$ cat config.mk
export PLATFORM = sky130hd
export DESIGN_NAME = ifetch_ctrl
export DESIGN_NICKNAME = d
export VERILOG_FILES = /design/src/rtl/ifetch_ctrl.sv
export SDC_FILE = /design/constraint.sdc
export NUM_CORES = 1
export LEC_CHECK = 0
export BUFFER_PORTS_ARGS = -buffer_cell sky130_fd_sc_hd__buf_4
export CAP_MARGIN = 0
export CORE_AREA = 2 2 132 134
export DETAILED_ROUTE_END_ITERATION = 6
export DIE_AREA = 0 0 134 136
export PLACE_DENSITY = 0.79
export SYNTH_ARGS = -nofsm -noshare
export SYNTH_HDL_FRONTEND = slang
export SYNTH_SLANG_ARGS = --single-unit
$ cat constraint.sdc
create_clock -name clk -period 3.8 [get_ports clk]
set_clock_uncertainty 0.15 [all_clocks]
set_input_delay 0.38 -clock clk [delete_from_list [all_inputs] [get_ports clk]]
set_output_delay 0.38 -clock clk [all_outputs]
set_load 0.005 [all_outputs]
$ cat src/rtl/ifetch_ctrl.sv
// Instruction fetch sequencer: owns the fetch PC, buffers {pc, inst} pairs from a
// combinational ROM in a small prefetch FIFO, and hands them to decode over valid/ready.
module ifetch_ctrl #(
  parameter logic [31:0] RESET_PC   = 32'h0000_0000,
  parameter int          FIFO_DEPTH = 2,
  parameter logic [31:0] HALT_INST  = 32'h0000_0063
) (
  input  logic        clk,
  input  logic        rst_n,
  input  logic        fetch_en,
  output logic [31:0] imem_addr,
  input  logic [31:0] imem_inst,
  input  logic        redirect_valid,
  input  logic [31:0] redirect_pc,
  output logic        out_valid,
  input  logic        out_ready,
  output logic [31:0] out_pc,
  output logic [31:0] out_inst,
  output logic        halted,
  output logic [31:0] retired_cnt
);

  localparam int PTR_W = $clog2(FIFO_DEPTH);
  localparam int CNT_W = PTR_W + 1;

  typedef struct packed {
    logic [31:0] pc;
    logic [31:0] inst;
  } entry_t;

  entry_t             mem_q [FIFO_DEPTH];
  entry_t             mem_d [FIFO_DEPTH];
  logic [PTR_W-1:0]   rd_ptr_q, rd_ptr_d;
  logic [PTR_W-1:0]   wr_ptr_q, wr_ptr_d;
  logic [CNT_W-1:0]   count_q, count_d;
  logic [31:0]        fetch_pc_q, fetch_pc_d;
  logic               halted_q, halted_d;
  logic [31:0]        retired_q, retired_d;

  logic               pop;
  logic               push;
  logic               full;
  logic               halt_pop;
  entry_t             head;

  // Outputs are taken straight from state registers, so nothing on imem_inst or
  // out_ready can reach out_* within the same cycle.
  assign head        = mem_q[rd_ptr_q];
  assign out_valid   = (count_q != '0);
  assign out_pc      = head.pc;
  assign out_inst    = head.inst;
  assign halted      = halted_q;
  assign retired_cnt = retired_q;
  assign imem_addr   = fetch_pc_q;

  always_comb begin
    // NOTE: every variable gets a default before any branch so no latch is inferred.
    mem_d      = mem_q;
    rd_ptr_d   = rd_ptr_q;
    wr_ptr_d   = wr_ptr_q;
    count_d    = count_q;
    fetch_pc_d = fetch_pc_q;
    halted_d   = halted_q;
    retired_d  = retired_q;

    pop      = out_valid & out_ready;
    full     = (count_q == CNT_W'(FIFO_DEPTH));
    push     = fetch_en & ~halted_q & ~redirect_valid & (~full | pop);
    halt_pop = pop & ~redirect_valid & (head.inst == HALT_INST);

    // A pop in a redirect or halting cycle still retires before the flush.
    if (pop) begin
      retired_d = retired_q + 32'd1;
    end

    if (redirect_valid) begin
      rd_ptr_d   = '0;
      wr_ptr_d   = '0;
      count_d    = '0;
      fetch_pc_d = redirect_pc & ~32'h3;
      halted_d   = 1'b0;
    end else if (halt_pop) begin
      // Halting drops the rest of the FIFO and leaves fetch_pc where it was.
      rd_ptr_d = '0;
      wr_ptr_d = '0;
      count_d  = '0;
      halted_d = 1'b1;
    end else begin
      if (push) begin
        mem_d[wr_ptr_q] = '{pc: fetch_pc_q, inst: imem_inst};
        wr_ptr_d        = wr_ptr_q + PTR_W'(1);
        fetch_pc_d      = fetch_pc_q + 32'd4;
      end
      if (pop) begin
        rd_ptr_d = rd_ptr_q + PTR_W'(1);
      end
      unique case ({push, pop})
        2'b10:   count_d = count_q + CNT_W'(1);
        2'b01:   count_d = count_q - CNT_W'(1);
        default: count_d = count_q;
      endcase
    end
  end

  always_ff @(posedge clk or negedge rst_n) begin
    if (!rst_n) begin
      // NOTE: the FIFO storage is reset too, because out_pc/out_inst read it directly
      // and must show 0 straight out of reset.
      for (int i = 0; i < FIFO_DEPTH; i++) begin
        mem_q[i] <= '0;
      end
      rd_ptr_q   <= '0;
      wr_ptr_q   <= '0;
      count_q    <= '0;
      fetch_pc_q <= {RESET_PC[31:2], 2'b00};
      halted_q   <= 1'b0;
      retired_q  <= '0;
    end else begin
      // NOTE: non-blocking assignments so every flop samples the pre-edge values.
      mem_q      <= mem_d;
      rd_ptr_q   <= rd_ptr_d;
      wr_ptr_q   <= wr_ptr_d;
      count_q    <= count_d;
      fetch_pc_q <= fetch_pc_d;
      halted_q   <= halted_d;
      retired_q  <= retired_d;
    end
  end

endmodule
==> impl_metrics.toml, run 1 <==
[layout]
mostFrequentLayoutCell = "buf_4"
mostFrequentLayoutCells = "202 x buf_4, 190 x dfrtp_1, 158 x mux2_2, 42 x nand2_1, 36 x nor2_1"
final_cell_count_no_fill = 1201
n_antenna_cell = 0
drive_above_1_share_pct = 42.0
area_growth_pct = 24.2
fin_nets = 1034

[clock_network]
cts_root_buffer = "clkbuf_16"
clk_path_buf_depth = 2
numClockSinks = 191
cts_tree = "yes"
post_cts_resized = 0
cts_buffers = 17
clk_pin_slew_ps = 70
clkLatencyLatePin_ps = 440
cts.htree.levels = 4

[placed_design]
port_buffers = 192
gp_congestion = 0.854
hpwl_mm = 15.4
dpl_worst_slack_ps = 394
dp.cells = 1166

[sta]
relSlewSlack_pct = 38.1
max_freq_mhz = 294
tightest_slew_ps = 929
hold_viol = 0
period_share_pct = 89.4
finalSetupViolCount = 0
finalMaxSlewViolations = 0
tns_ps = 0
rsz0062_at_grt = "no"
hold_ws_ps = 15.6
post-route-min-period_ps = 3400
finalWorstSetupSlack_ps = 401

[power_and_ir_drop]
power_w = 0.00588
max-vdd-ir-drop_mv = 0.328
p_per_area_nw_per_um2 = 509
leakagePower_nw = 5.14

[setup_path]
r2r_setup_slack_ps = 400
startpoint_type = "flip-flop"
worstSetupEndpointType = "flip-flop"
crit_arrival_ps = 3560
worst_path_max_delay_cell = "dfrtp_4"
slowest_delay_ps = 590
cp_cell_sequence = "buf_4, mux2_2, nor4_1, o21a_1, nand4_2, nand3_4, buf_4, mux2_2"
crit_fanout = 21
crit_required_ps = 3960
worstSetupPathType = "reg2reg"

[drt]
totalWireLength_mm = 22.4
vias = 6913
drtPass1Iterations = 5
ant_nets = 0
drt_iter0_drc = 501
routed_via_density = 5.76
wl_per_cell_um = 18.7
drc = 0

[logic_synthesis]
syn_inst = 781
synthArstFlopShare_pct = 100
ys_ff_latch = 191
mappedNetlistArea_um2 = 9300
yosysUniqueCellTypes = 60
synth.avg_cell_area_um2 = 11.9
yosysWarnings = 0
synth_flop_cell = "dfrtp_1"
synth_edf_count = 0
ys_seq_area_share_pct = 51.4

[die]
ios = 199
dieWidth_um = 134
rows = 48
start_util_pct = 55.1
coreArea_um2 = 16900
die_h_um = 136
dieArea_um2 = 18200

[global_route]
grt_max_degree = 114
antenna_found_initial = 0
grt_first_pass_wirelength_mm = 36.7
grtUsageTotal_pct = 25.4
gr-total-overflow = 0
grt_pass1_vias = 7042

[min_path]
hp-class = "in2reg"

[run_status]
outcome = "finished clean"

[flow_run]
drv_cap = 0
-- final timing paths --
path / start / end / depth (start not counted)
hold reg to reg: mem_q[127]$_DFFE_PN0P_ / mem_q[127]$_DFFE_PN0P_ / 1
max in group asynchronous: rst_n / mem_q[76]$_DFFE_PN0P_ / 3
min in group asynchronous: rst_n / retired_cnt[17]$_DFFE_PN0N_ / 2
setup reg to reg: rd_ptr_q$_DFFE_PN0P_ / mem_q[41]$_DFFE_PN0P_ / 8
hold / removal: imem_inst[7] / mem_q[7]$_DFFE_PN0P_ / 2
setup / recovery: rd_ptr_q$_DFFE_PN0P_ / mem_q[41]$_DFFE_PN0P_ / 8
-- where the power goes --
group / internal (W) / leakage, nW / total, W / switching [W]
clock network: 0.00105 / 0.296 / 0.00183 / 0.000782
logic: 0.000795 / 2.54 / 0.00127 / 0.000475
registers: 0.00245 / 2.31 / 0.00277 / 0.000318
-- cell type report --
class | instances | area (um^2)
Fill cell | 1268 | 5320
Sequential cell | 191 | 4780
Multi-Input combinational cell | 540 | 4250
Timing Repair Buffer | 209 | 1620
Clock buffer | 18 | 439
Tap cell | 225 | 282
Clock inverter | 14 | 165
Inverter | 4 | 15.0
-- sequential cells by signal (all words and copies together) (netlist names) --
| register | count |
|---|---|
| halted | 1 |
| wr_ptr_q | 1 |
| count_q | 2 |
| rd_ptr_q | 1 |
| imem_addr | 30 |
| retired_cnt | 32 |
| mem_q | 124 |
-- cell usage after synthesis (6+ instances only) --
master / n / area (um^2)
clkbuf_1: 28 / 105
and4_1: 9 / 78.8
mux2_1: 27 / 304
buf_6: 6 / 67.6
a21oi_1: 31 / 155
buf_4: 11 / 82.6
nor4_1: 12 / 75.1
xnor2_1: 20 / 175
o22ai_1: 15 / 93.8
nor2_1: 36 / 135
nor3_1: 15 / 75.1
nand3_1: 24 / 120
nand2_1: 42 / 158
o21ai_0: 14 / 70.1
nand4_1: 28 / 175
and3_1: 14 / 87.6
and2_1: 6 / 37.5
mux2_2: 158 / 1780
xor2_1: 12 / 105
dfrtp_1: 191 / 4780
-- layer usage --
layer	vias to the layer above	track usage, %	routed length, um
li1	3224	-	-
met1	3424	33.5	9500
met2	230	42.3	11000
met3	35	5.07	1430
met4	0	8.75	477
met5	-	0	0
-- repair_timing --
action	4_1_cts	5_1_grt
hold buffers	3	0
setup endpoints to repair	0	0
buffers inserted	0	0
endpoints found under the hold margin	111	0
-- kinds of logic after synthesis --
family | after synthesis | share of synthesized area, %
and+or+nand+nor | 212 | 12.5
adders and majority gates | 2 | 0.269
AOI/OAI and AO/OA | 103 | 7.12
DFF | 191 | 51.4
buffers and inverters | 53 | 3.11
other | 1 | 0.0403
xor gates and xnor gates | 32 | 3.01
muxes | 187 | 22.6
-- worst max-delay path: cells and delay by family, from the launching register on --
| family | cells | cell delay (ps) |
|---|---|---|
| and+or+nand+nor | 3 | 800 |
| muxes | 2 | 770 |
| buffers and inverters | 2 | 710 |
| DFF | 1 | 590 |
| AOI/OAI and AO/OA | 1 | 230 |
-- per-stage QoR --
stage	util [%]	cell area, um^2
after CTS	68.5	11600
after detailed placement	64.7	10900
final	68.5	11600
after floorplan	-	9310
after global placement	64.7	10900
after global routing	68.5	11600
No activity file was read; power rests on OpenSTA's default activity.
==> inputs of run 2 (changes only) <==
==> config.mk (replaced) <==
export PLATFORM = sky130hd
export DESIGN_NAME = ifetch_ctrl
export DESIGN_NICKNAME = d
export VERILOG_FILES = /design/src/rtl/ifetch_ctrl.sv
export SDC_FILE = /design/constraint.sdc
export NUM_CORES = 1
export LEC_CHECK = 0
export ABC_CLOCK_PERIOD_IN_PS = 3600
export BUFFER_PORTS_ARGS = -buffer_cell sky130_fd_sc_hd__buf_4
export CAP_MARGIN = 0
export CORE_AREA = 2 2 134 136
export DETAILED_ROUTE_END_ITERATION = 6
export DIE_AREA = 0 0 136 138
export PLACE_DENSITY = 0.77
export SYNTH_ARGS = -nofsm -noshare
export SYNTH_HDL_FRONTEND = slang
export SYNTH_SLANG_ARGS = --single-unit
==> constraint.sdc (replaced) <==
create_clock -name clk -period 3.6 [get_ports clk]
set_clock_uncertainty 0.15 [all_clocks]
set_input_delay 0.36 -clock clk [delete_from_list [all_inputs] [get_ports clk]]
set_output_delay 0.36 -clock clk [all_outputs]
set_load 0.005 [all_outputs]
==> run 2 against run 1 <==
Die area is 3.0% higher. Setup slack better by 120 ps. Maximum frequency rose by 10%. Global-route usage fell by 0.59 points. Critical path type unchanged. Critical endpoint is now mem_q[4]$_DFFE_PN0P_. Largest cell class unchanged.
==> impl_metrics.toml, run 2 (same netlist as run 1, synthesis figures left out) <==
[global_route]
grtUsageTotal_pct = 24.9
antenna_found_initial = 0
grt_pass1_vias = 7106
grt_first_pass_wirelength_mm = 36.9
grt_max_degree = 87
gr-total-overflow = 0

[min_path]
hp-class = "in2reg"

[setup_path]
critPathTopFamily = "simple AND/OR/NAND/NOR gates"
slowest_delay_ps = 470
cp_cell_sequence = "buf_4, mux2_2, nor4_1, o21a_1, nand4_2, nand3_4, buf_12, mux2_2"
crit_required_ps = 3760
worst_path_max_delay_cell = "dfrtp_4"
crit_arrival_ps = 3240
worst-path-buf-inv = 2
worstSetupPathType = "reg2reg"
crit_fanout = 25
crit_top_cell = "mux2_2"
startpoint_type = "flip-flop"
worstSetupEndpointType = "flip-flop"

[clock_network]
clk_pin_slew_ps = 70
post_cts_resized = 0
cts_buffers = 17
cts.htree.levels = 4
clk_path_buf_depth = 2
numClockSinks = 191
postCtsHoldBufs = 10
post-cts-setup-buffers = 0
clkLatencyLatePin_ps = 430
cts_root_buffer = "clkbuf_16"
cts_tree = "yes"

[die]
dieWidth_um = 136
ios = 199
rows = 49
dieArea_um2 = 18800
start_util_pct = 53.1
die_h_um = 138
coreArea_um2 = 17500

[layout]
regMostFlops = "mem_q"
mostFrequentLayoutCells = "201 x buf_4, 190 x dfrtp_1, 158 x mux2_2, 42 x nand2_1, 36 x nor2_1"
n_antenna_cell = 0
mostFrequentLayoutCell = "buf_4"
largest_reg_flops = 124
area_growth_pct = 25.8
drive_above_1_share_pct = 41.6
final_cell_count_no_fill = 1213
fin_nets = 1042

[flow_run]
drv_cap = 0

[power_and_ir_drop]
power_switching_w = 0.00165
seqPwrFrac_pct = 46.3
clkPwrFrac_pct = 32.4
p_int_w = 0.00468
max-vdd-ir-drop_mv = 0.342
leakagePower_nw = 5.20
combPwrFrac_pct = 21.4
p_per_area_nw_per_um2 = 540
p_sw_share_pct = 26.0

[sta]
period_share_pct = 85.5
hold_viol = 0
tns_ps = 0
rsz0062_at_grt = "no"
max_freq_mhz = 325
tightest_slew_ps = 828
relSlewSlack_pct = 44.8
finalSetupViolCount = 0
finalMaxSlewViolations = 0
post-route-min-period_ps = 3080

[drt]
drtPass1Iterations = 5
routed_via_density = 5.71
vias = 6931
drc = 0
ant_nets = 0
wl_per_cell_um = 18.5
drt_iter0_drc = 387
totalWireLength_mm = 22.5

[placed_design]
port_buffers = 192
gp_congestion = 0.839
hpwl_mm = 15.3
dp.cells = 1171

[run_status]
outcome = "finished clean"
==> run 2: layer usage <==
layer	global-route usage (%)	share of wire (%)	up-vias
met5	0	0	-
met4	8.55	2.5	0
met3	5.76	6.0	46
met2	39.8	48	232
met1	33.4	43	3418
li1	-	-	3235
==> run 2: stage by stage <==
stage | power, W | area, um^2 | setup WS (ps) | hold WS (ps) | util (%)
final | 0.00632 | 11700 | 521 | 15.4 | 66.8
after CTS | 0.00638 | 11700 | 505 | 3.98 | 66.8
after global routing | 0.00665 | 11700 | 360 | 13.9 | 66.8
after detailed placement | 0.00431 | 11000 | 518 | 312 | 62.5
after global placement | 0.00425 | 11000 | 594 | 310 | 62.5
after floorplan | 0.00363 | 9310 | 924 | -85.6 | -
==> run 2: final timing paths <==
| check | start | to | slack, ps | depth (start not counted) |
|---|---|---|---|---|
| min in group asynchronous | rst_n | retired_cnt[15]$_DFFE_PN0N_ | 400 | 2 |
| max | rd_ptr_q$_DFFE_PN0P_ | mem_q[4]$_DFFE_PN0P_ | 520 | 8 |
| min | imem_inst[15] | mem_q[79]$_DFFE_PN0P_ | 20 | 2 |
| max in group asynchronous | rst_n | rd_ptr_q$_DFFE_PN0P_ | 2130 | 3 |
| max reg2reg | rd_ptr_q$_DFFE_PN0P_ | mem_q[4]$_DFFE_PN0P_ | 520 | 8 |
| min reg2reg | retired_cnt[31]$_DFFE_PN0N_ | retired_cnt[31]$_DFFE_PN0N_ | 330 | 1 |
==> run 2: layout make-up <==
class | count | area, um^2
repair buffers | 217 | 1720
clock inverters | 13 | 213
multi-input cells | 540 | 4250
flip-flops and latches | 191 | 4780
clock buffers | 19 | 433
fillers | 1345 | 5830
inverters | 4 | 15.0
well taps | 229 | 287
==> run 2: power groups by stage <==
| stage | registers [W] | clock network [W] | logic (W) |
|---|---|---|---|
| after detailed placement | 0.00296 | 0 | 0.00135 |
| after global routing | 0.00299 | 0.00218 | 0.00148 |
| after global placement | 0.00293 | 0 | 0.00132 |
| after CTS | 0.00292 | 0.00209 | 0.00137 |
| after floorplan | 0.00283 | 0 | 0.000796 |
| final | 0.00293 | 0.00205 | 0.00135 |
==> run 2: worst reg2reg max path: cells and delay by family, from the launching register on <==
family	cells	cell delay, ps
buffers and inverters	2	520
DFF	1	470
AOI/OAI and AO/OA	1	230
muxes	2	760
and+or+nand+nor	3	820
==> inputs of run 3 (changes only) <==
==> config.mk (replaced) <==
export PLATFORM = sky130hd
export DESIGN_NAME = ifetch_ctrl
export DESIGN_NICKNAME = d
export VERILOG_FILES = /design/src/rtl/ifetch_ctrl.sv
export SDC_FILE = /design/constraint.sdc
export NUM_CORES = 1
export LEC_CHECK = 0
export ABC_CLOCK_PERIOD_IN_PS = 3700
export BUFFER_PORTS_ARGS = -buffer_cell sky130_fd_sc_hd__buf_4
export CAP_MARGIN = 0
export CORE_AREA = 2 2 151 153
export DETAILED_ROUTE_END_ITERATION = 6
export DIE_AREA = 0 0 153 155
export PLACE_DENSITY = 0.62
export SYNTH_ARGS = -nofsm -noshare
export SYNTH_HDL_FRONTEND = slang
export SYNTH_SLANG_ARGS = --single-unit
==> constraint.sdc (replaced) <==
create_clock -name clk -period 3.7 [get_ports clk]
set_clock_uncertainty 0.15 [all_clocks]
set_input_delay 0.37 -clock clk [delete_from_list [all_inputs] [get_ports clk]]
set_output_delay 0.37 -clock clk [all_outputs]
set_load 0.005 [all_outputs]
==> run 3 against run 2 <==
Total power down 6.9%. Clock-buffer cell count stayed put. Maximum frequency down 0.88%. Critical endpoint is now mem_q[14]$_DFFE_PN0P_.
==> impl_metrics.toml, run 3 (same netlist as run 1, synthesis figures left out) <==
[setup_path]
crit_top_cell = "mux2_2"
worstSetupPathType = "reg2reg"
cp_cell_sequence = "mux2_2, or4_4, nor3_4, nand4_2, nand3_4, buf_12, mux2_2"
worst-path-buf-inv = 1
r2r_setup_slack_ps = 590
startpoint_type = "flip-flop"
slowest_delay_ps = 600
reg2reg_depth = 7
crit_cells = 7
crit_fanout = 27
worstSetupEndpointType = "flip-flop"
worst_path_max_delay_cell = "dfrtp_4"
crit_arrival_ps = 3260
crit_required_ps = 3850
critPathTopFamily = "simple AND/OR/NAND/NOR gates"

[layout]
regMostFlops = "mem_q"
mostFrequentLayoutCell = "buf_4"
drive_above_1_share_pct = 41.7
area_growth_pct = 25.0
mostFrequentLayoutCells = "201 x buf_4, 190 x dfrtp_1, 158 x mux2_2, 42 x nand2_1, 36 x nor2_1"
fin_nets = 1038
n_antenna_cell = 0
fillCellCount = 2008
fin_util_pct = 52.3
largest_reg_flops = 124

[die]
rows = 55
ios = 199
die_h_um = 155
dieArea_um2 = 23700
start_util_pct = 41.9
coreArea_um2 = 22200
dieWidth_um = 153

[global_route]
grt_pass1_vias = 6737
grtUsageTotal_pct = 19.7
grt_first_pass_wirelength_mm = 37.4
gr-total-overflow = 0
antenna_found_initial = 0
grt_max_degree = 96

[sta]
period_share_pct = 84.0
max_freq_mhz = 322
hold_ws_ps = 18.2
relSlewSlack_pct = 40.6
finalMaxSlewViolations = 0
tns_ps = 0
finalWorstSetupSlack_ps = 593
hold_viol = 0
rsz0062_at_grt = "no"
finalSetupViolCount = 0
tightest_slew_ps = 889
post-route-min-period_ps = 3110

[placed_design]
port_buffers = 192
hpwl_mm = 15.9
gp_congestion = 0.801
dpl_worst_slack_ps = 562

[run_status]
outcome = "finished clean"

[clock_network]
clk_path_buf_depth = 2
clk_pin_slew_ps = 70
cts_buffers = 17
clkLatencyLatePin_ps = 430
cts_root_buffer = "clkbuf_16"
cts_tree = "yes"
cts.htree.levels = 4
numClockSinks = 191

[drt]
vias = 6819
drtPass1Iterations = 4
totalWireLength_mm = 23.2
drc = 0
drt_iter0_drc = 374
ant_nets = 0
wl_per_cell_um = 18.3
routed_via_density = 5.39

[min_path]
whs_path_depth = 2
hp-class = "in2reg"

[power_and_ir_drop]
leakagePower_nw = 5.13
p_per_area_nw_per_um2 = 506
power_w = 0.00588
max-vdd-ir-drop_mv = 0.246

[flow_run]
drv_cap = 0
==> run 3: final timing paths <==
check                                                   end                        start
worst min register to register  retired_cnt[31]$_DFFE_PN0N_  retired_cnt[31]$_DFFE_PN0N_
worst max-delay path                  mem_q[14]$_DFFE_PN0P_         rd_ptr_q$_DFFE_PN0P_
min in group asynchronous       retired_cnt[15]$_DFFE_PN0N_                        rst_n
worst max register to register        mem_q[14]$_DFFE_PN0P_         rd_ptr_q$_DFFE_PN0P_
max in group asynchronous              rd_ptr_q$_DFFE_PN0P_                        rst_n
worst min-delay path                  mem_q[79]$_DFFE_PN0P_                imem_inst[15]
==> run 3: area by class of cell <==
class                           instances  area, um^2  share of cell area, %
Sequential cell                       191        4780                   41.1
Clock inverter                         13         103                  0.882
Clock buffer                           19         443                   3.81
Inverter                                4        15.0                  0.129
Timing Repair Buffer                  213        1670                   14.4
Tap cell                              285         357                   3.07
Multi-Input combinational cell        540        4250                   36.6
==> run 3: per-layer routing <==
metal | vias up | wire, um | part of all wire, % | track usage (%)
met5 | - | 0 | 0 | 0
met4 | 0 | 228 | 0.98 | 4.59
met3 | 15 | 1260 | 5.4 | 4.40
met2 | 169 | 11000 | 47 | 31.7
met1 | 3414 | 10700 | 46 | 27.5
li1 | 3221 | - | - | -
==> run 3: what timing repair did <==
action                                 CTS  global route
buffers inserted                         0             0
endpoints found under the hold margin   99             0
hold buffers                             7             0
gates resized for setup                  0             0
==> run 3: worst reg2reg max path: stages, from the launching register on <==
cell,delay [ps]
dfrtp_4,600
mux2_2,390
or4_4,570
nor3_4,190
nand4_2,190
nand3_4,270
buf_12,240
mux2_2,390
==> run 3: per-stage QoR <==
stage          cells  area [um^2]
6_report        1265        11600
2_1_floorplan    784         9310
3_3_place_gp    1226        11000
4_1_cts         1265        11600
3_5_place_dp    1226        11000
5_1_grt         1265        11600
==> run 3: where the power goes <==
part	switching [W]	internal (W)
combinational	0.000481	0.000820
sequential	0.000321	0.00252
clock	0.000848	0.000895
total	0.00165	0.00423
